===== src/rtl/crypto_pkg.sv =====
// Shared constants and types for the key-generation / encryption datapath.
// Latency: n/a (declarations only).
// Backpressure: n/a.
package crypto_pkg;

  // Prime modulus shared by key generation and encryption; must stay below 256
  localparam logic [7:0] P_PAR = 8'd227;

  // System mode codes
  localparam logic [1:0] MODE_KEYGEN = 2'b01;
  localparam logic [1:0] MODE_ENC    = 2'b10;

  // Encryptor control states
  typedef enum logic [2:0] {
    S_IDLE = 3'd0,
    S_WAIT = 3'd1,
    S_ADD  = 3'd2,
    S_RED  = 3'd3,
    S_OUT  = 3'd4
  } enc_state_t;

endpackage : crypto_pkg


===== src/rtl/mod_p_reduce.sv =====
// Reduces a 9-bit sum of two residues mod P with one conditional subtraction.
// Latency: combinational, zero cycles.
// Backpressure: none; pure function of i_sum.
//
// Ports:
//   i_sum  in  9  sum of two operands, each already < P
//   o_res  out 8  i_sum mod P
//
// Inputs are bounded by 2*P-2, so a single subtraction always lands in [0, P).
module mod_p_reduce
  import crypto_pkg::*;
#(
  parameter logic [7:0] P = crypto_pkg::P_PAR
) (
  input  logic [8:0] i_sum,
  output logic [7:0] o_res
);

  logic [8:0] w_diff;
  logic       w_ge_p;

  assign w_diff = i_sum - {1'b0, P};
  assign w_ge_p = (i_sum >= {1'b0, P});
  assign o_res  = w_ge_p ? w_diff[7:0] : i_sum[7:0];

endmodule : mod_p_reduce


===== src/rtl/message_encryptor.sv =====
// Encrypts plaintext bytes as C = (M + Pk) mod P after latching the public key.
// Latency: ctxt_valid rises two edges after the plaintext handshake; 1 byte / 4 cycles peak.
// Backpressure: holds ctxt until ctxt_ready; ptxt_ready is low while a byte is in flight.
//
// Ports:
//   clk, rst_n            clock (rising edge) and asynchronous active-low reset
//   mode                  system mode; block runs only when mode == MODE_ENC
//   Public_key, P_K_ready key from key generation and its valid flag
//   ptxt/_valid/_ready    plaintext input handshake
//   ctxt/_valid/_ready    ciphertext output handshake
//   err_key, err_ptxt     one-cycle pulses for out-of-range key / plaintext
//   enc_count             delivered ciphertext counter (only with MSG_ENC_COUNT_EN)
//
// Build option MSG_ENC_COUNT_EN: adds the enc_count port and its 16-bit wrapping counter.
module message_encryptor #(
  parameter logic [7:0] P_PAR    = crypto_pkg::P_PAR,
  parameter logic [1:0] MODE_ENC = crypto_pkg::MODE_ENC
) (
  input  logic        clk,
  input  logic        rst_n,
  input  logic [1:0]  mode,
  input  logic [7:0]  Public_key,
  input  logic        P_K_ready,
  input  logic [7:0]  ptxt,
  input  logic        ptxt_valid,
  output logic        ptxt_ready,
  output logic [7:0]  ctxt,
  output logic        ctxt_valid,
  input  logic        ctxt_ready,
  output logic        err_key,
  output logic        err_ptxt
`ifdef MSG_ENC_COUNT_EN
  ,
  output logic [15:0] enc_count
`endif
);

  import crypto_pkg::*;

  // ---------------------------------------------------------------------------
  // State and datapath registers
  // ---------------------------------------------------------------------------
  enc_state_t r_state;
  logic [7:0] r_key;
  logic [7:0] r_ptxt;
  logic [8:0] r_sum;
  logic [7:0] r_ctxt;
  logic       r_ctxt_valid;
  logic       r_ptxt_ready;
  logic       r_err_key;
  logic       r_err_ptxt;

  // Next-state values
  enc_state_t w_state_nxt;
  logic [7:0] w_key_nxt;
  logic [7:0] w_ptxt_nxt;
  logic [8:0] w_sum_nxt;
  logic [7:0] w_ctxt_nxt;
  logic       w_ctxt_valid_nxt;
  logic       w_ptxt_ready_nxt;
  logic       w_err_key_nxt;
  logic       w_err_ptxt_nxt;

  // Decoded conditions
  logic       w_enabled;
  logic       w_abort;
  logic       w_ptxt_hs;
  logic [7:0] w_red;

  assign w_enabled = (mode == MODE_ENC);

  // Leaving encryption mode or losing the key kills whatever is in flight.
  // This check wins over any handshake seen in the same cycle.
  assign w_abort   = (r_state != S_IDLE) && (!w_enabled || !P_K_ready);

  // r_ptxt_ready is only ever high while in S_WAIT
  assign w_ptxt_hs = ptxt_valid && r_ptxt_ready;

  mod_p_reduce #(
    .P (P_PAR)
  ) u_reduce (
    .i_sum (r_sum),
    .o_res (w_red)
  );

  // ---------------------------------------------------------------------------
  // Next-state and output logic
  // ---------------------------------------------------------------------------
  always_comb begin
    w_state_nxt      = r_state;
    w_key_nxt        = r_key;
    w_ptxt_nxt       = r_ptxt;
    w_sum_nxt        = r_sum;
    w_ctxt_nxt       = r_ctxt;
    w_ctxt_valid_nxt = r_ctxt_valid;
    w_err_key_nxt    = 1'b0;
    w_err_ptxt_nxt   = 1'b0;

    if (w_abort) begin
      w_state_nxt      = S_IDLE;
      w_ctxt_valid_nxt = 1'b0;
    end else begin
      case (r_state)
        S_IDLE: begin
          if (w_enabled && P_K_ready) begin
            w_key_nxt = Public_key;
            // An out-of-range key is flagged and the block keeps waiting
            // for the key stage to offer a usable one.
            if (Public_key >= P_PAR) begin
              w_err_key_nxt = 1'b1;
            end else begin
              w_state_nxt = S_WAIT;
            end
          end
        end

        S_WAIT: begin
          if (w_ptxt_hs) begin
            // Out-of-range plaintext is consumed and dropped so the
            // producer is never stalled by a bad byte.
            if (ptxt >= P_PAR) begin
              w_err_ptxt_nxt = 1'b1;
            end else begin
              w_ptxt_nxt  = ptxt;
              w_state_nxt = S_ADD;
            end
          end
        end

        S_ADD: begin
          w_sum_nxt   = {1'b0, r_ptxt} + {1'b0, r_key};
          w_state_nxt = S_RED;
        end

        S_RED: begin
          w_ctxt_nxt       = w_red;
          w_ctxt_valid_nxt = 1'b1;
          w_state_nxt      = S_OUT;
        end

        S_OUT: begin
          if (ctxt_ready) begin
            w_ctxt_valid_nxt = 1'b0;
            w_state_nxt      = S_WAIT;
          end
        end

        default: begin
          w_state_nxt      = S_IDLE;
          w_ctxt_valid_nxt = 1'b0;
        end
      endcase
    end

    // Registered ready: high exactly in the cycles spent in S_WAIT
    w_ptxt_ready_nxt = (w_state_nxt == S_WAIT);
  end

  // ---------------------------------------------------------------------------
  // State registers
  // ---------------------------------------------------------------------------
  always_ff @(posedge clk or negedge rst_n) begin
    if (!rst_n) begin
      r_state      <= S_IDLE;
      r_key        <= 8'd0;
      r_ptxt       <= 8'd0;
      r_sum        <= 9'd0;
      r_ctxt       <= 8'd0;
      r_ctxt_valid <= 1'b0;
      r_ptxt_ready <= 1'b0;
      r_err_key    <= 1'b0;
      r_err_ptxt   <= 1'b0;
    end else begin
      r_state      <= w_state_nxt;
      r_key        <= w_key_nxt;
      r_ptxt       <= w_ptxt_nxt;
      r_sum        <= w_sum_nxt;
      r_ctxt       <= w_ctxt_nxt;
      r_ctxt_valid <= w_ctxt_valid_nxt;
      r_ptxt_ready <= w_ptxt_ready_nxt;
      r_err_key    <= w_err_key_nxt;
      r_err_ptxt   <= w_err_ptxt_nxt;
    end
  end

  assign ptxt_ready = r_ptxt_ready;
  assign ctxt       = r_ctxt;
  assign ctxt_valid = r_ctxt_valid;
  assign err_key    = r_err_key;
  assign err_ptxt   = r_err_ptxt;

`ifdef MSG_ENC_COUNT_EN
  // ---------------------------------------------------------------------------
  // Delivered-ciphertext counter; survives aborts, cleared only by reset
  // ---------------------------------------------------------------------------
  logic [15:0] r_enc_count;
  logic        w_ctxt_hs;

  // An abort in the same cycle discards the byte, so it is not counted
  assign w_ctxt_hs = (r_state == S_OUT) && r_ctxt_valid && ctxt_ready && !w_abort;

  always_ff @(posedge clk or negedge rst_n) begin
    if (!rst_n) begin
      r_enc_count <= 16'd0;
    end else if (w_ctxt_hs) begin
      r_enc_count <= r_enc_count + 16'd1;
    end
  end

  assign enc_count = r_enc_count;
`endif

endmodule : message_encryptor


===== config.mk =====
export PLATFORM = sky130hd
export DESIGN_NAME = message_encryptor
export DESIGN_NICKNAME = d
export VERILOG_FILES = /design/src/rtl/crypto_pkg.sv /design/src/rtl/mod_p_reduce.sv /design/src/rtl/message_encryptor.sv
export SDC_FILE = /design/constraint.sdc
export NUM_CORES = 1
export LEC_CHECK = 0
export CORE_MARGIN = 5
export CORE_UTILIZATION = 43
export CTS_BUF_LIST = sky130_fd_sc_hd__clkbuf_4 sky130_fd_sc_hd__clkbuf_8
export DETAILED_ROUTE_END_ITERATION = 12
export PLACE_DENSITY = 0.75
export SYNTH_ARGS = -nofsm -noshare
export SYNTH_HDL_FRONTEND = slang
export SYNTH_HIERARCHICAL = 1
export SYNTH_SLANG_ARGS = --single-unit

===== constraint.sdc =====
create_clock -name clk -period 5.95 [get_ports clk]
set_clock_uncertainty 0.05 [all_clocks]
set_input_delay 0.8925 -clock clk [delete_from_list [all_inputs] [get_ports clk]]
set_output_delay 0.8925 -clock clk [all_outputs]
set_load 0.01 [all_outputs]

### After elaboration in Yosys (flattened, before gate mapping)

Index checks and enable logic that the tools add are counted.

| word-level totals | value |
|---|---|
| register bits after elaboration | 40 |
| bits of input ports | 23 |
| output and inout bits | 12 |
| logic and storage cells | 57 |

| operators by class | value |
|---|---|
| add/subtract/negate cells | 2 |
| magnitude comparators | 3 |
| equality and inequality tests | 8 |
| muxes and demuxes | 19 |
| bitwise logic cells | 2 |
| reductions and logical operators | 14 |

Operator list:

| cell | number |
|---|---|
| $mux 3 | 6 |
| $ge 8x8->1 const B | 2 |
| $pmux 3 s5 | 1 |
| $mux 1 | 10 |
| $add 8x8->9 | 1 |
| $ge 9x8->1 const B | 1 |
| $mux 8 | 1 |
| $sub 8x8->8 const B | 1 |
| $eq 3x1->1 const B | 2 |
| $eq 3x2->1 const B | 2 |
| $reduce_and 2->1 | 3 |
| $reduce_and 4->1 | 1 |
| $eq 3x3->1 const B | 1 |
| $logic_and 1x1->1 | 3 |
| $logic_not 3->1 | 1 |
| $ne 3x3->1 const B | 1 |
| $pmux 1 s3 | 1 |
| $reduce_and 3->1 | 1 |
| $reduce_bool 3->1 | 1 |
| $reduce_or 3->1 | 1 |
| $eq 2x2->1 const B | 1 |
| $logic_not 1->1 | 2 |
| $ne 2x1->1 const B | 1 |
| $not 1->1 | 2 |
| $logic_or 1x1->1 | 1 |

### Logic depth before layout (Yosys ltp)

Gate-level depths: netlist (run 1).

| logic depth | value |
|---|---|
| word-level depth | 6 |
| depth in mapped cells | 8 |
| gate-level depth less buffers | 7 |

### Cells and area by module

Netlist (run 1), hierarchy kept.

By module, submodules not included:

| module | instances | cells an instance | area each (um2) | seq. area each (um2) |
|---|---|---|---|---|
| message_encryptor | 1 | 189 | 1988.2 | 1001.0 |
| mod_p_reduce | 1 | 34 | 246.5 | 0.0 |

### Least setup slack after synthesis (run 1)

No wires, ideal clock.

| path | value |
|---|---|
| kind | input to register |
| from | in ptxt[1] |
| to | reg r_ptxt[0] |
| setup time | 125 ps |
| data arrival time | 2081 ps |
| data required time | 5775 ps |
| path slack | 3694 ps |
| stages | 4 |
| buffers on the path | 0 |
| cell sequence | a2111oi_0 or2_2 nand3_1 mux2_2 |

| between the ends | value |
|---|---|
| word-level cells in the longest chain between the ends | 3 |

Ends and longest elaborated chain:

| what | line | RTL |
|---|---|---|
| from (decl) | message_encryptor.sv:24 | `input logic [7:0] ptxt,` |
| $ge 8x8->1 | message_encryptor.sv:121 | `if (ptxt >= P_PAR) begin` |
| $not 1->1 (no line) | - |  |
| $reduce_and 4->1 (no line) | - |  |
| to (signal assigned) | message_encryptor.sv:176 | `r_ptxt <= w_ptxt_nxt;` |
| to (decl) | message_encryptor.sv:45 | `logic [7:0] r_ptxt;` |

Every way passes these cells.
A chain may end at the register's enable or synchronous reset.

### Worst setup path in the final report (run 1)

| path | value |
|---|---|
| from | in mode[0] |
| to | reg r_ptxt_ready, in the netlist ptxt_ready |

| between the ends | value |
|---|---|
| word-level cells in the longest chain between the ends | 6 |
| elaborated cells on any way between the ends | 9 |
| classes of those cells | 2 x eq/ne; 3 x mux; 4 x reduce/logical |

Ends and longest elaborated chain:

| what | line | RTL |
|---|---|---|
| from (decl) | message_encryptor.sv:21 | `input logic [1:0] mode,` |
| $eq 2x2->1 (*) | message_encryptor.sv:70 | `assign w_enabled = (mode == MODE_ENC);` |
| $logic_and 1x1->1 or $logic_not 1->1 (tied branches) | message_encryptor.sv:105, message_encryptor.sv:74 |  |
| $mux 3 or $logic_or 1x1->1 (tied branches) | message_encryptor.sv:105, message_encryptor.sv:74 |  |
| $pmux 3 s5 or $logic_and 1x1->1 (tied branches) | message_encryptor.sv:103, message_encryptor.sv:74 |  |
| $mux 3 (*) | message_encryptor.sv:99 | `if (w_abort) begin` |
| $eq 3x1->1 (*) | message_encryptor.sv:156 | `w_ptxt_ready_nxt = (w_state_nxt == S_WAIT);` |
| via w_ptxt_ready_nxt | message_encryptor.sv:60 | `logic w_ptxt_ready_nxt;` |
| to (signal assigned) | message_encryptor.sv:180 | `r_ptxt_ready <= w_ptxt_ready_nxt;` |
| to (decl) | message_encryptor.sv:49 | `logic r_ptxt_ready;` |

The timed path passes the listed nets; every way through them passes the cells marked *.

==> key figures, run 1 <==
Logic synthesis
  – Top FF cell, synth: dfrtp_1
  – Post-synth top area share: about 45%
  – Largest area contributor in the synthesized netlist: dfrtp_1
  – Post-synth ARST share: 100.0%
  – Top area cells in the synthesized netlist: dfrtp_1 (45%), mux2_2 (9.1%), nand2_1 (6.0%)
  – Syn nets: approximately 260
  – Syn avg cell area: ~10 µm²
  – EDFF count, synth: 0
  – Register area share after synthesis: between 40% and 50%
  – Synth unique cells: 50
  – Seq cells post-synth: 40
  – Yosys warns: 6
  – Synthesized area: 2235 µm²
  – Mapped Cells: 223

STA
  – Hold_ws: 0.4440 ns
  – F_max: approximately 0.34 GHz
  – RSZ-0062 raised after global routing: no
  – Slew Viols, Final: 0
  – Crit share post-route: approximately 49%
  – Post-route minimum period: between 2 and 3 ns
  – Hold Vio Cnt, Final: 0
  – Rel. slew slack: between 40% and 50%
  – Setup Viol. Count Final: 0
  – Setup TNS: 0 ns
  – Worst-Margin Slew: 0.8884 ns

Pwr
  – Pleak: roughly 1.2 nW
  – Cell area power density: ~370 nW/µm²
  – Switch share: approximately 36%
  – Pint: between 600 and 700 µW
  – Clock power share: approximately 22%
  – Reg power frac: a little over two fifths
  – Combinational power share: between 30% and 40%
  – NetSw: ~370 µW
  – Max VDD drop: 0.0001650 V

Worst setup path
  – Crit path depth: 5
  – Kind of critical path: primary input to flip-flop
  – CP max FO: 15
  – Top Family by Delay on Critical Path: simple AND/OR/NAND/NOR gates
  – Buffers & Inverters on Critical Path: 1
  – Critical Path RT: 6.09 ns
  – Reg2reg path depth: 4
  – Crit-path max cell delay: 0.76 ns
  – Startpoint types: primary input
  – Slowest CP cell: nor4_2
  – Critical Path End Type: flip-flop
  – Worst path arrival time: approximately 3.1 ns
  – Crit path cell chain: clkdlybuf4s50_1 > nand3b_1 > nor4_2 > a221oi_1 > nor4_1

Placed design
  – I/O Buffers: 34
  – RD Place Congestion: ~0.80
  – Post-DP HPWL: 3365 µm
  – Placed inst area: 2628 µm²

Route
  – DRT Wirelength: about 4400 µm
  – Wirelength per Cell: between 10 and 15 µm
  – Vias per cell: roughly 5.3
  – DR vias: 1,747
  – Detail Route Antenna Nets: 0
  – DRT Pass-1 Iters: 4
  – First DRT Iteration DRCs: between 50 and 60
  – DRC Markers: 0

Floorplanning
  – Die footprint: around 6700 µm²
  – Initial core utilization: about 44%
  – Die Ht: approximately 80 µm
  – Die width: ~80 µm
  – Area of the core: between 5000 and 6000 µm²
  – I/O Pins: 35
  – Num rows: 26

Clock tree
  – CTS Hold Bufs: 0
  – Clk_lat worst skew: slightly below 0.3 ns
  – CTS Sinks: 40
  – # Post-CTS Setup Buffers: 0
  – Clock Tree Buf Depth: 2
  – CTS HTree Levels: 2
  – Resized Gates After CTS: 0
  – Num CTS Buffers: 5
  – Clock transition at path regs: approximately 0.08 ns
  – Clk root buf: clkbuf_8
  – CTS tree: built

Global route
  – Vias in the first global route: between 1,500 and 2,000
  – Initial antenna violation count: 0
  – Largest net degree at the start of global routing: 41
  – Gr usage total: 14.82%
  – First-pass GRT wire length: 7741 µm
  – Total congestion overflow: 0

Cells and area
  – Final core utilization: between 50% and 60%
  – Most frequent cells in the layout: dfrtp_1 (40), nand2_1 (36), clkdlybuf4s50_1 (33), mux2_2 (18), nor2_1 (13)
  – Total area of sequential cells: between 1000 and 1500 µm²
  – Area Growth Syn to Fin: 22.56%
  – Share of cells above drive strength 1: roughly 14%
  – Total Nets Final: 290
  – Finished Cell Area: ~2700 µm²
  – Footprint of the multi-input gates: around 1200 µm²
  – # fillers: 486
  – N_diodes: 0
  – Most common cell after layout, fill and taps aside: dfrtp_1

Run
  – Max cap viols: 0

Outcome
  – Status: completed

Hold path
  – Hold path cells: 2
  – Worst min path class: flip-flop to flip-flop
[worst paths after layout]
path	from	endpoint	slack, ns
min in group asynchronous	rst_n	r_sum[2]	0.67
min	r_key[4]	r_key[4]	0.44
max in group asynchronous	rst_n	ctxt_valid	4.63
max	mode[0]	ptxt_ready	3.03
max reg2reg	r_state[2]	r_sum[7]	3.70
min reg2reg	r_key[4]	r_key[4]	0.44
[layout make-up]
class / instances / area share, %
multi-input cells: 170 / 43.12
repair buffers: 34 / 12.24
inverters: 6 / 0.8223
well taps: 70 / 3.198
flip-flops and latches: 40 / 36.55
clock inverters: 3 / 1.553
clock buffers: 5 / 2.513
[synth_stat cells, types with 3 or more instances]
master / count
a21o_1: 3
a21oi_1: 10
buf_2: 3
clkbuf_1: 4
dfrtp_1: 40
ha_1: 9
inv_1: 6
mux2_2: 18
nand2_1: 36
nand3_1: 6
nand3b_1: 6
nor2_1: 13
nor4_1: 3
o211ai_1: 5
o21a_1: 3
o21ai_0: 9
or2_2: 3
or4_1: 4
xor2_1: 3
[cells by family (layout without fill, tap and decap cells)]
| group | after synthesis | count (layout) | share of synthesized area (%) |
|---|---|---|---|
| xor gates and xnor gates | 3 | 3 | 1.176 |
| AOI/OAI and AO/OA | 47 | 47 | 14.28 |
| and+or+nand+nor | 89 | 89 | 20.83 |
| buffers and inverters | 13 | 48 | 2.351 |
| muxes | 21 | 21 | 10.64 |
| adders and majority gates | 10 | 10 | 5.935 |
| DFF | 40 | 40 | 44.79 |
[power by group through the flow]
stage / logic [mW] / registers (mW) / clock network, mW
floorplan: 0.279 / 0.413 / 0
CTS: 0.368 / 0.435 / 0.230
global route: 0.416 / 0.449 / 0.241
finish: 0.364 / 0.434 / 0.223
global placement: 0.358 / 0.438 / 0
detailed placement: 0.363 / 0.439 / 0
[metal layers]
layer	GRT usage [%]	part of all wire, %	vias to the layer above
met2	24.56	45	43
li1	-	-	879
met4	4.153	1.2	0
met1	19.23	48	819
met3	3.688	5.1	6
met5	0	0	-
[worst register-to-register path: stages (launching register included)]
cell	delay (ns)
dfrtp_1	0.49
or3b_1	0.49
or2_0	0.50
or4_1	0.59
nand3_1	0.08
[flip-flops by register name, indices dropped and copies added, names as in the netlist]
register,count
ptxt_ready,1
r_key,8
r_ptxt,8
err_key,1
err_ptxt,1
ctxt,8
r_sum,9
r_state,3
ctxt_valid,1
[metrics by stage]
stage               instances  worst slack, ns  power, mW
floorplan                 223            3.694     0.6920
global placement          320            2.794     0.7958
detailed placement        320            2.758     0.8023
CTS                       328            3.023      1.032
global route              328            2.745      1.106
finish                    328            3.033      1.021
Power figures use the tool's default switching activity.
==> run 2: changes to the inputs <==
==> constraint.sdc (replaced) <==
create_clock -name clk -period 2.8 [get_ports clk]
set_clock_uncertainty 0.05 [all_clocks]
set_input_delay 0.42 -clock clk [delete_from_list [all_inputs] [get_ports clk]]
set_output_delay 0.42 -clock clk [all_outputs]
set_load 0.01 [all_outputs]
==> run 2 against run 1 <==
  * Combinational power grew 120%
  * Largest power group unchanged
  * Count of clock-buffer cells in the layout grew 1
  * Largest cell class unchanged
  * Highest routed layer unchanged
  * First-iteration DRC count shrank 27%
  * Sequential power grew 110%
  * Sequential cell count is the same
  * Hold slack lost 0.24 ns
  * Sequential share of layout area shrank 0.49 points
  * Non-clock buffer count grew 5
  * Die area is the same
  * Register-to-register slack lost 2.9 ns
==> key figures, run 2 (same netlist as run 1, synthesis figures left out) <==
Floorplanning
  – Initial core utilization: roughly 44%
  – Num rows: 26
  – Die footprint: 6739 µm²
  – Die Ht: 82.09 µm
  – Die width: between 80 and 90 µm
  – I/O Pins: 35
  – Area of the core: between 5000 and 6000 µm²

Cells and area
  – Most frequent cells in the layout: dfrtp_1 (40), nand2_1 (36), clkdlybuf4s50_1 (33), mux2_2 (18), nor2_1 (13)
  – Final core utilization: 54.71%
  – N_diodes: 0
  – Total Nets Final: slightly below 300
  – Area Growth Syn to Fin: 24.24%
  – Share of cells above drive strength 1: about 16%
  – Max reg flops: 9
  – Most common cell after layout, fill and taps aside: dfrtp_1
  – Reg with most FFs: r_sum

Run
  – Max cap viols: 0

Worst setup path
  – Top Family by Delay on Critical Path: buffers and inverters
  – CP max FO: 8
  – Worst path arrival time: between 2 and 2.5 ns
  – Critical Path End Type: flip-flop
  – R2r setup slk: ~0.80 ns
  – Reg2reg path depth: 4
  – R2R Path Start: r_state[2]
  – Kind of critical path: primary input to flip-flop
  – Crit path cell chain: clkdlybuf4s50_1 > a2111oi_0 > buf_4 > or2_2 > nand3_1 > mux2_2
  – RR Endpoint: r_sum[7]
  – Critical Path RT: between 2 and 3 ns
  – Buffers & Inverters on Critical Path: 2
  – Slowest CP cell: a2111oi_0
  – Startpoint types: primary input
  – Crit-path max cell delay: slightly below 0.5 ns

Clock tree
  – # Post-CTS Setup Buffers: 0
  – Clk root buf: clkbuf_8
  – CTS Hold Bufs: 0
  – CTS HTree Levels: 2
  – CTS tree: built
  – CTS Sinks: 40
  – Resized Gates After CTS: 0
  – Num CTS Buffers: 5
  – Clock transition at path regs: 0.07 ns
  – Clock Tree Buf Depth: 2
  – Clk_lat worst skew: 0.29 ns

Global route
  – Initial antenna violation count: 0
  – Vias in the first global route: around 1,800
  – Largest net degree at the start of global routing: between 40 and 50
  – GRT met3 Usage: under 10%
  – Met2 Track Usage GR: approximately a quarter
  – Gr usage total: approximately 16%
  – Busiest layer in global routing: met2
  – Met1 Track Usage GR: 19.99%
  – First-pass GRT wire length: 8128 µm
  – Total congestion overflow: 0

Route
  – First DRT Iteration DRCs: 43
  – DR vias: roughly 1,800
  – DRC Markers: 0
  – DRT Wirelength: 4695 µm
  – Wirelength per Cell: around 14 µm
  – DRT Pass-1 Iters: 4
  – Detail Route Antenna Nets: 0
  – Vias per cell: approximately 5.4

STA
  – Crit share post-route: between 70 and 80%
  – Rel. slew slack: 40.56%
  – F_max: around 0.46 GHz
  – Worst-Margin Slew: a little under 0.9 ns
  – Hold Vio Cnt, Final: 0
  – Slew Viols, Final: 0
  – RSZ-0062 raised after global routing: no
  – Setup Viol. Count Final: 0
  – Setup TNS: 0 ns
  – Post-route minimum period: roughly 2.2 ns

Outcome
  – Status: completed

Pwr
  – Max VDD drop: about 0.00032 V
  – Cell area power density: 788.1 nW/µm²
  – Pleak: about 1.3 nW

Placed design
  – RD Place Congestion: ~0.8
  – Post-DP HPWL: between 3000 and 4000 µm
  – I/O Buffers: 34

Hold path
  – Worst min path class: primary input to asynchronous set/reset pin
run 2: changes by cell type in the layout (fill, tap and decap cells not counted), sizes merged:
cell	change
clkinvlp	-1
buf	+5
clkbuf	+1
run 2: worst max-delay path by stage:
stage | from | endpoint | cells past startpoint
3_5_place_dp | ptxt[1] | r_ptxt[1] | 6
2_1_floorplan | r_state[0] | r_sum[7] | 7
5_1_grt | ptxt[1] | r_ptxt[1] | 6
6_report | ptxt[1] | r_ptxt[0] | 6
3_3_place_gp | ptxt[1] | r_ptxt[1] | 6
4_1_cts | ptxt[1] | r_ptxt[1] | 6
run 2: final cells by class:
| cell class | instances | area, µm² |
|---|---|---|
| fillers | 487 | 2298 |
| flip-flops and latches | 40 | 1001 |
| repair buffers | 39 | 372.9 |
| clock inverters | 2 | 35.03 |
| inverters | 6 | 22.52 |
| well taps | 70 | 87.58 |
| multi-input cells | 170 | 1181 |
| clock buffers | 6 | 76.32 |
run 2: layer usage:
metal,part of all wire (%),routed length [µm],up-vias
met2,49,2305,38
li1,-,-,891
met4,0.75,35,0
met5,0,0,-
met3,4.4,206,4
met1,46,2148,857
run 2: power breakdown:
part           switching (mW)  internal, mW
sequential              0.193         0.733
clock                   0.200         0.274
combinational           0.392         0.396
total                   0.785          1.40
run 2: stage by stage:
| stage | power [mW] | setup WS [ns] | cells | hold WS [ns] | cell area, µm² |
|---|---|---|---|---|---|
| CTS | 2.208 | 0.6055 | 333 | 0.2240 | 2776 |
| finish | 2.188 | 0.6140 | 333 | 0.2044 | 2776 |
| detailed placement | 1.720 | 0.2871 | 325 | 0.4308 | 2665 |
| global route | 2.360 | 0.5036 | 333 | 0.2797 | 2776 |
| floorplan | 1.471 | 0.7989 | 223 | 0.07441 | 2235 |
| global placement | 1.692 | 0.3006 | 325 | 0.4269 | 2665 |
run 2: worst register-to-register path, cell delays in order (launching register included):
cell     delay, ns
dfrtp_1       0.48
or3b_1        0.49
or2_0         0.33
or4_1         0.52
nand3_1       0.08
==> run 3: changes to the inputs <==
==> constraint.sdc (replaced) <==
create_clock -name clk -period 2.2 [get_ports clk]
set_clock_uncertainty 0.05 [all_clocks]
set_input_delay 0.33 -clock clk [delete_from_list [all_inputs] [get_ports clk]]
set_output_delay 0.33 -clock clk [all_outputs]
set_load 0.01 [all_outputs]
==> run 3 against run 2 <==
  * Wire length fell by 2.4%
  * First-iteration DRC count increased by 88%
  * Sequential cell count stayed put
  * Final cell count up 2.1%
  * Final area is 2.5% higher
  * Core utilization increased by 1.4 points
  * Power is 29% higher
  * Setup slack got worse by 0.42 ns
  * Clock power grew 37%
  * Sequential power is 26% higher
  * Register-to-register slack got worse by 0.61 ns
  * Largest cell class unchanged
  * Highest routed layer unchanged
==> key figures, run 3 (same netlist as run 1, synthesis figures left out) <==
Outcome
  – Status: completed

Worst setup path
  – Critical Path RT: ~2.3 ns
  – R2r setup slk: 0.19 ns
  – Reg2reg path depth: 5
  – Startpoint types: flip-flop
  – RR Endpoint: r_sum[7]
  – Crit-path max cell delay: roughly 0.57 ns
  – Crit path cell chain: ha_1 > a211o_1 > a2111oi_0 > or4_1 > nand3_1
  – CP max FO: 2
  – Kind of critical path: flip-flop to flip-flop
  – Critical Path Sink: r_sum[7]
  – Critical Path End Type: flip-flop
  – R2R Path Start: r_key[1]
  – Crit path from: r_key[1]
  – Worst path arrival time: between 2 and 2.5 ns
  – Slowest CP cell: a2111oi_0

Clock tree
  – CTS Sinks: 40
  – Num CTS Buffers: 5
  – Resized Gates After CTS: 0
  – Clk_lat worst skew: 0.29 ns
  – CTS HTree Levels: 2
  – Clock Tree Buf Depth: 2
  – CTS tree: built
  – Clock transition at path regs: ~0.08 ns
  – Clk root buf: clkbuf_8

Pwr
  – Combinational power share: 35.6%
  – NetSw: 984.5 µW
  – Pleak: between 1 and 1.5 nW
  – Switch share: a little over a third
  – Pint: 1.843 mW
  – Clock power share: between 20% and 30%
  – Cell area power density: approximately 990 nW/µm²
  – Max VDD drop: 0.0005582 V
  – Reg power frac: approximately two fifths

STA
  – RSZ-0062 raised after global routing: no
  – Hold Vio Cnt, Final: 0
  – Worst-Margin Slew: between 0.6 and 0.7 ns
  – Setup Viol. Count Final: 0
  – Crit share post-route: between 90% and 100%
  – Setup TNS: 0 ns
  – Post-route minimum period: 2.006 ns
  – Rel. slew slack: around three fifths
  – Slew Viols, Final: 0
  – F_max: roughly 0.5 GHz
  – Setup ws final: slightly below 0.2 ns

Floorplanning
  – Initial core utilization: approximately 44%
  – Die width: a little over 80 µm
  – I/O Pins: 35
  – Area of the core: 5075 µm²
  – Die footprint: just under 7000 µm²
  – Die Ht: ~82 µm
  – Num rows: 26

Cells and area
  – # fillers: between 400 and 500
  – Total Nets Final: 302
  – Area Growth Syn to Fin: 27.38%
  – Final core utilization: between 50% and 60%
  – Reg with most FFs: r_sum
  – Share of cells above drive strength 1: around 17%
  – N_diodes: 0
  – Max reg flops: 9
  – Most frequent cells in the layout: dfrtp_1 (40), nand2_1 (36), clkdlybuf4s50_1 (33), mux2_2 (18), nor2_1 (13)
  – Most common cell after layout, fill and taps aside: dfrtp_1

Route
  – Wirelength per Cell: ~13 µm
  – Vias per cell: approximately 5.4
  – DRT Wirelength: roughly 4600 µm
  – First DRT Iteration DRCs: 81
  – DRC Markers: 0
  – DR vias: between 1,500 and 2,000
  – DRT Pass-1 Iters: 4
  – Detail Route Antenna Nets: 0

Global route
  – Initial antenna violation count: 0
  – Vias in the first global route: about 1,700
  – First-pass GRT wire length: roughly 7800 µm
  – Largest net degree at the start of global routing: 21
  – Total congestion overflow: 0
  – Gr usage total: roughly 15%

Placed design
  – I/O Buffers: 34
  – RD Place Congestion: ~0.84
  – Setup Slack @ Placement: -0.04373 ns
  – Post-DP HPWL: approximately 3600 µm

Run
  – Max cap viols: 0

Hold path
  – Worst min path class: flip-flop to flip-flop
-- run 3: cell types whose count changed in the layout (fill, tap and decap cells not counted) --
| cell | before | now |
|---|---|---|
| buf_4 | 5 | 11 |
| clkbuf_4 | 1 | 0 |
| clkbuf_8 | 5 | 7 |
| clkinv_2 | 1 | 0 |
| dlygate4sd3_1 | 0 | 1 |
-- run 3: how the worst min path moves through the flow --
stage | cells past startpoint | start | endpoint | slack, ns
after global placement | 1 | rst_n | r_sum[1] | 0.25
final | 2 | r_key[6] | r_key[6] | 0.45
after floorplan | 0 | rst_n | ctxt[0] | -0.02
after CTS | 2 | r_key[6] | r_key[6] | 0.45
after global routing | 1 | ctxt[4] | ctxt[4] | 0.47
after detailed placement | 1 | rst_n | r_sum[1] | 0.27
-- run 3: routing by layer --
metal | vias to the layer above | wire length (µm) | GRT usage (%)
met4 | 0 | 38 | 3.987
met1 | 873 | 2148 | 19.84
met5 | - | 0 | 0
li1 | 902 | - | -
met2 | 42 | 2174 | 24.56
met3 | 4 | 222 | 3.145
-- run 3: critical path: cells and delay by family (launching register included) --
family                   cells  cell delay, ns
adder cells (fa/ha/maj)      1            0.31
AO/OA/AOI/OAI                2            0.89
flip-flops                   1            0.39
AND/OR/NAND/NOR              2            0.25
-- run 3: final cells by class --
class	instances	area, µm²	area share, %
multi-input combinational	170	1181	41.49
sequential	40	1001	35.16
timing repair buffer	46	427.9	15.03
clock buffer	7	96.34	3.385
tap	70	87.58	3.077
clock inverter	1	30.03	1.055
inverter	6	22.52	0.7912
-- run 3: power by group through the flow --
stage	Sequential [mW]	Combinational, mW	Clock, mW
finish	1.17	1.01	0.650
global route	1.21	1.15	0.690
CTS	1.17	1.01	0.660
detailed placement	1.18	1.00	0
global placement	1.18	0.984	0
floorplan	1.12	0.754	0
-- run 3: repair_timing --
action,CTS,global route
hold buffers,1,0
setup buffers,0,0
endpoints found under the hold margin,18,0
-- run 3: per-stage QoR --
stage / instances / hold WS [ns] / instance area (µm²) / power (mW)
after CTS: 340 / 0.4518 / 2846 / 2.843
after global placement: 331 / 0.2544 / 2710 / 2.161
after floorplan: 223 / -0.01559 / 2235 / 1.872
final: 340 / 0.4453 / 2846 / 2.827
after detailed placement: 331 / 0.2659 / 2710 / 2.183
after global routing: 340 / 0.4688 / 2846 / 3.046
==> variant, RTL diff (config.mk and constraints of run 3) <==
Put one more register stage on the output `err_key`, without a reset. The value now appears one clock later. The other outputs are not delayed to match. Comments in the files are not updated.
--- a/src/rtl/message_encryptor.sv
+++ b/src/rtl/message_encryptor.sv
@@ -188,3 +188,5 @@
   assign ctxt_valid = r_ctxt_valid;
-  assign err_key    = r_err_key;
+  always_ff @(posedge clk) begin
+    err_key <= r_err_key;
+  end
   assign err_ptxt   = r_err_ptxt;
Function: changed (a bounded check fails within 4 cycles, from zero or initial values and one cycle with rst_n low).
==> variant against run 3 <==
Utilization fell by 0.60 points. Fmax fell by 0.79%. Sequential cell count rose by 1. Power fell by 5.5%. Sequential power barely moved. Setup slack got worse by 16 ps. Sequential share of layout area rose by 0.86 points. Synthesized area rose by 0.90%. Final area fell by 0.44%. Routed wire length fell by 1.9%. Largest power group unchanged. Highest routed layer unchanged.
==> variant: results (changes against run 3) <==
The worst hold-check path type is flop to flop. The average wire per standard cell came out at 13.15 um (-2.4%). The pre-CTS worst setup slack came out at 68.38 ps (+112.1 ps). The instance area at placement is 2738 sq um (+1.0%).

The aggregate global-route resource usage is 15.01% (+0.13 points). The total CTS buffers is 5 (unchanged). The post-synth net total is 257 (+0.39%). The static leakage power came out at 1.306 nW (-0.22%).

The run finished with clean final reports. The pin count of the biggest net entering global routing is 17 (-19%). The initial antenna violation count is 0 (unchanged). The number of cells after detailed placement came out at 333 (+0.60%). The data arrival time of the critical path is 2140 ps (+20 ps). The number of unique standard cell types used by synthesis came out at 51 (+2.0%). The via count normalized by instance count is 5.254 (-1.9%).

The post-route non-filler standard cell count came out at 342 (+0.59%). The HPWL after detailed placement is 3593 um (+0.36%). The post-synthesis adder-cell area fraction came out at 5.882% (-0.053 points).

The share of the synthesized area in compound gates (AO/OA/AOI/OAI) was 14.15% (-0.13 points). The number of nets in the layout came out at 304 (+0.66%). The starting DRC count in detailed routing came out at 58 (-28%). The fmax came out at 494.7 MHz (-0.79%).

The fraction of final layout cells with drive strength greater than 1 came out at 17.65% (+0.24 points). The async set-or-reset flop fraction in the synthesized netlist is 97.56% (-2.4 points). The final RePlAce weighted congestion came out at 0.7611 (-8.9%). The clock latency reported for the late side of the worst-skew pair came out at 290 ps (about the same). The sequential share of the synthesized area came out at 45.28% (+0.49 points). The share of synthesized area spent on multiplexers came out at 10.54% (-0.094 points). The share of the synthesized netlist area taken by xor and xnor gates is 1.165% (-0.010 points). More flip-flops sit in one register than any other, and that register is r_sum. The root buffer cell chosen for the clock tree is sky130_fd_sc_hd__clkbuf_8. The number of global-route vias before repair is 1784 (+3.5%).

The wire length of the first global-routing pass came to 7955 um (+1.7%). The maximum resistive drop on vdd is 0.0004883 V (-13%). The average instance area after synthesis is 10.07 sq um (+0.45%).

The minimum setup slack among reg-to-reg paths came out at 180 ps (-20 ps). The largest fanout of any net on the critical path came out at 3 (+1). The worst-margin pin slew is 589.3 ps (-14.37 ps).
## variant: kinds of logic after synthesis
kind of cell             after synthesis
AO/OA/AOI/OAI                         47
XOR/XNOR                               3
adder cells (fa/ha/maj)               10
buffers and inverters                 13
flip-flops                            41
multiplexers                          21
AND/OR/NAND/NOR                       89
## variant: area by class of cell
cell class	instances	area (sq um)
fillers	498	2273
inverters	6	22.52
clock buffers	6	76.32
well taps	70	87.58
flip-flops and latches	41	1021
repair buffers	47	435.4
multi-input cells	170	1181
clock inverters	2	10.01
## variant: what timing repair did
item,in CTS,in global routing
setup buffers,0,0
endpoints found under the hold margin,10,0
hold buffers,1,0
setup endpoints to repair,0,0
## variant: worst max-delay path: stages (launching register included)
cell                        delay (ps)
sky130_fd_sc_hd__dfrtp_1           420
sky130_fd_sc_hd__ha_1              300
sky130_fd_sc_hd__a211o_1           320
sky130_fd_sc_hd__a2111oi_0         560
sky130_fd_sc_hd__or4_1             190
sky130_fd_sc_hd__nand3_1            70
## variant: metal layers
layer	up-vias	routed length, um	GRT usage (%)
met5	-	0	0
met4	0	34	4.485
met3	5	250	3.362
met2	48	2145	25.48
met1	835	2067	18.99
li1	909	-	-
## variant: final timing paths
path,end,start,cells after the start
worst min register to register,err_key,r_err_key,0
max in group asynchronous,r_key[7],rst_n,3
worst min-delay path,err_key,r_err_key,0
worst max-delay path,r_sum[7],r_ptxt[1],5
worst max register to register,r_sum[7],r_ptxt[1],5
min in group asynchronous,ctxt[3],rst_n,2
## variant: where the power goes
group / switching (mW) / internal, mW
logic: 0.504 / 0.520
registers: 0.223 / 0.951
clock network: 0.241 / 0.232
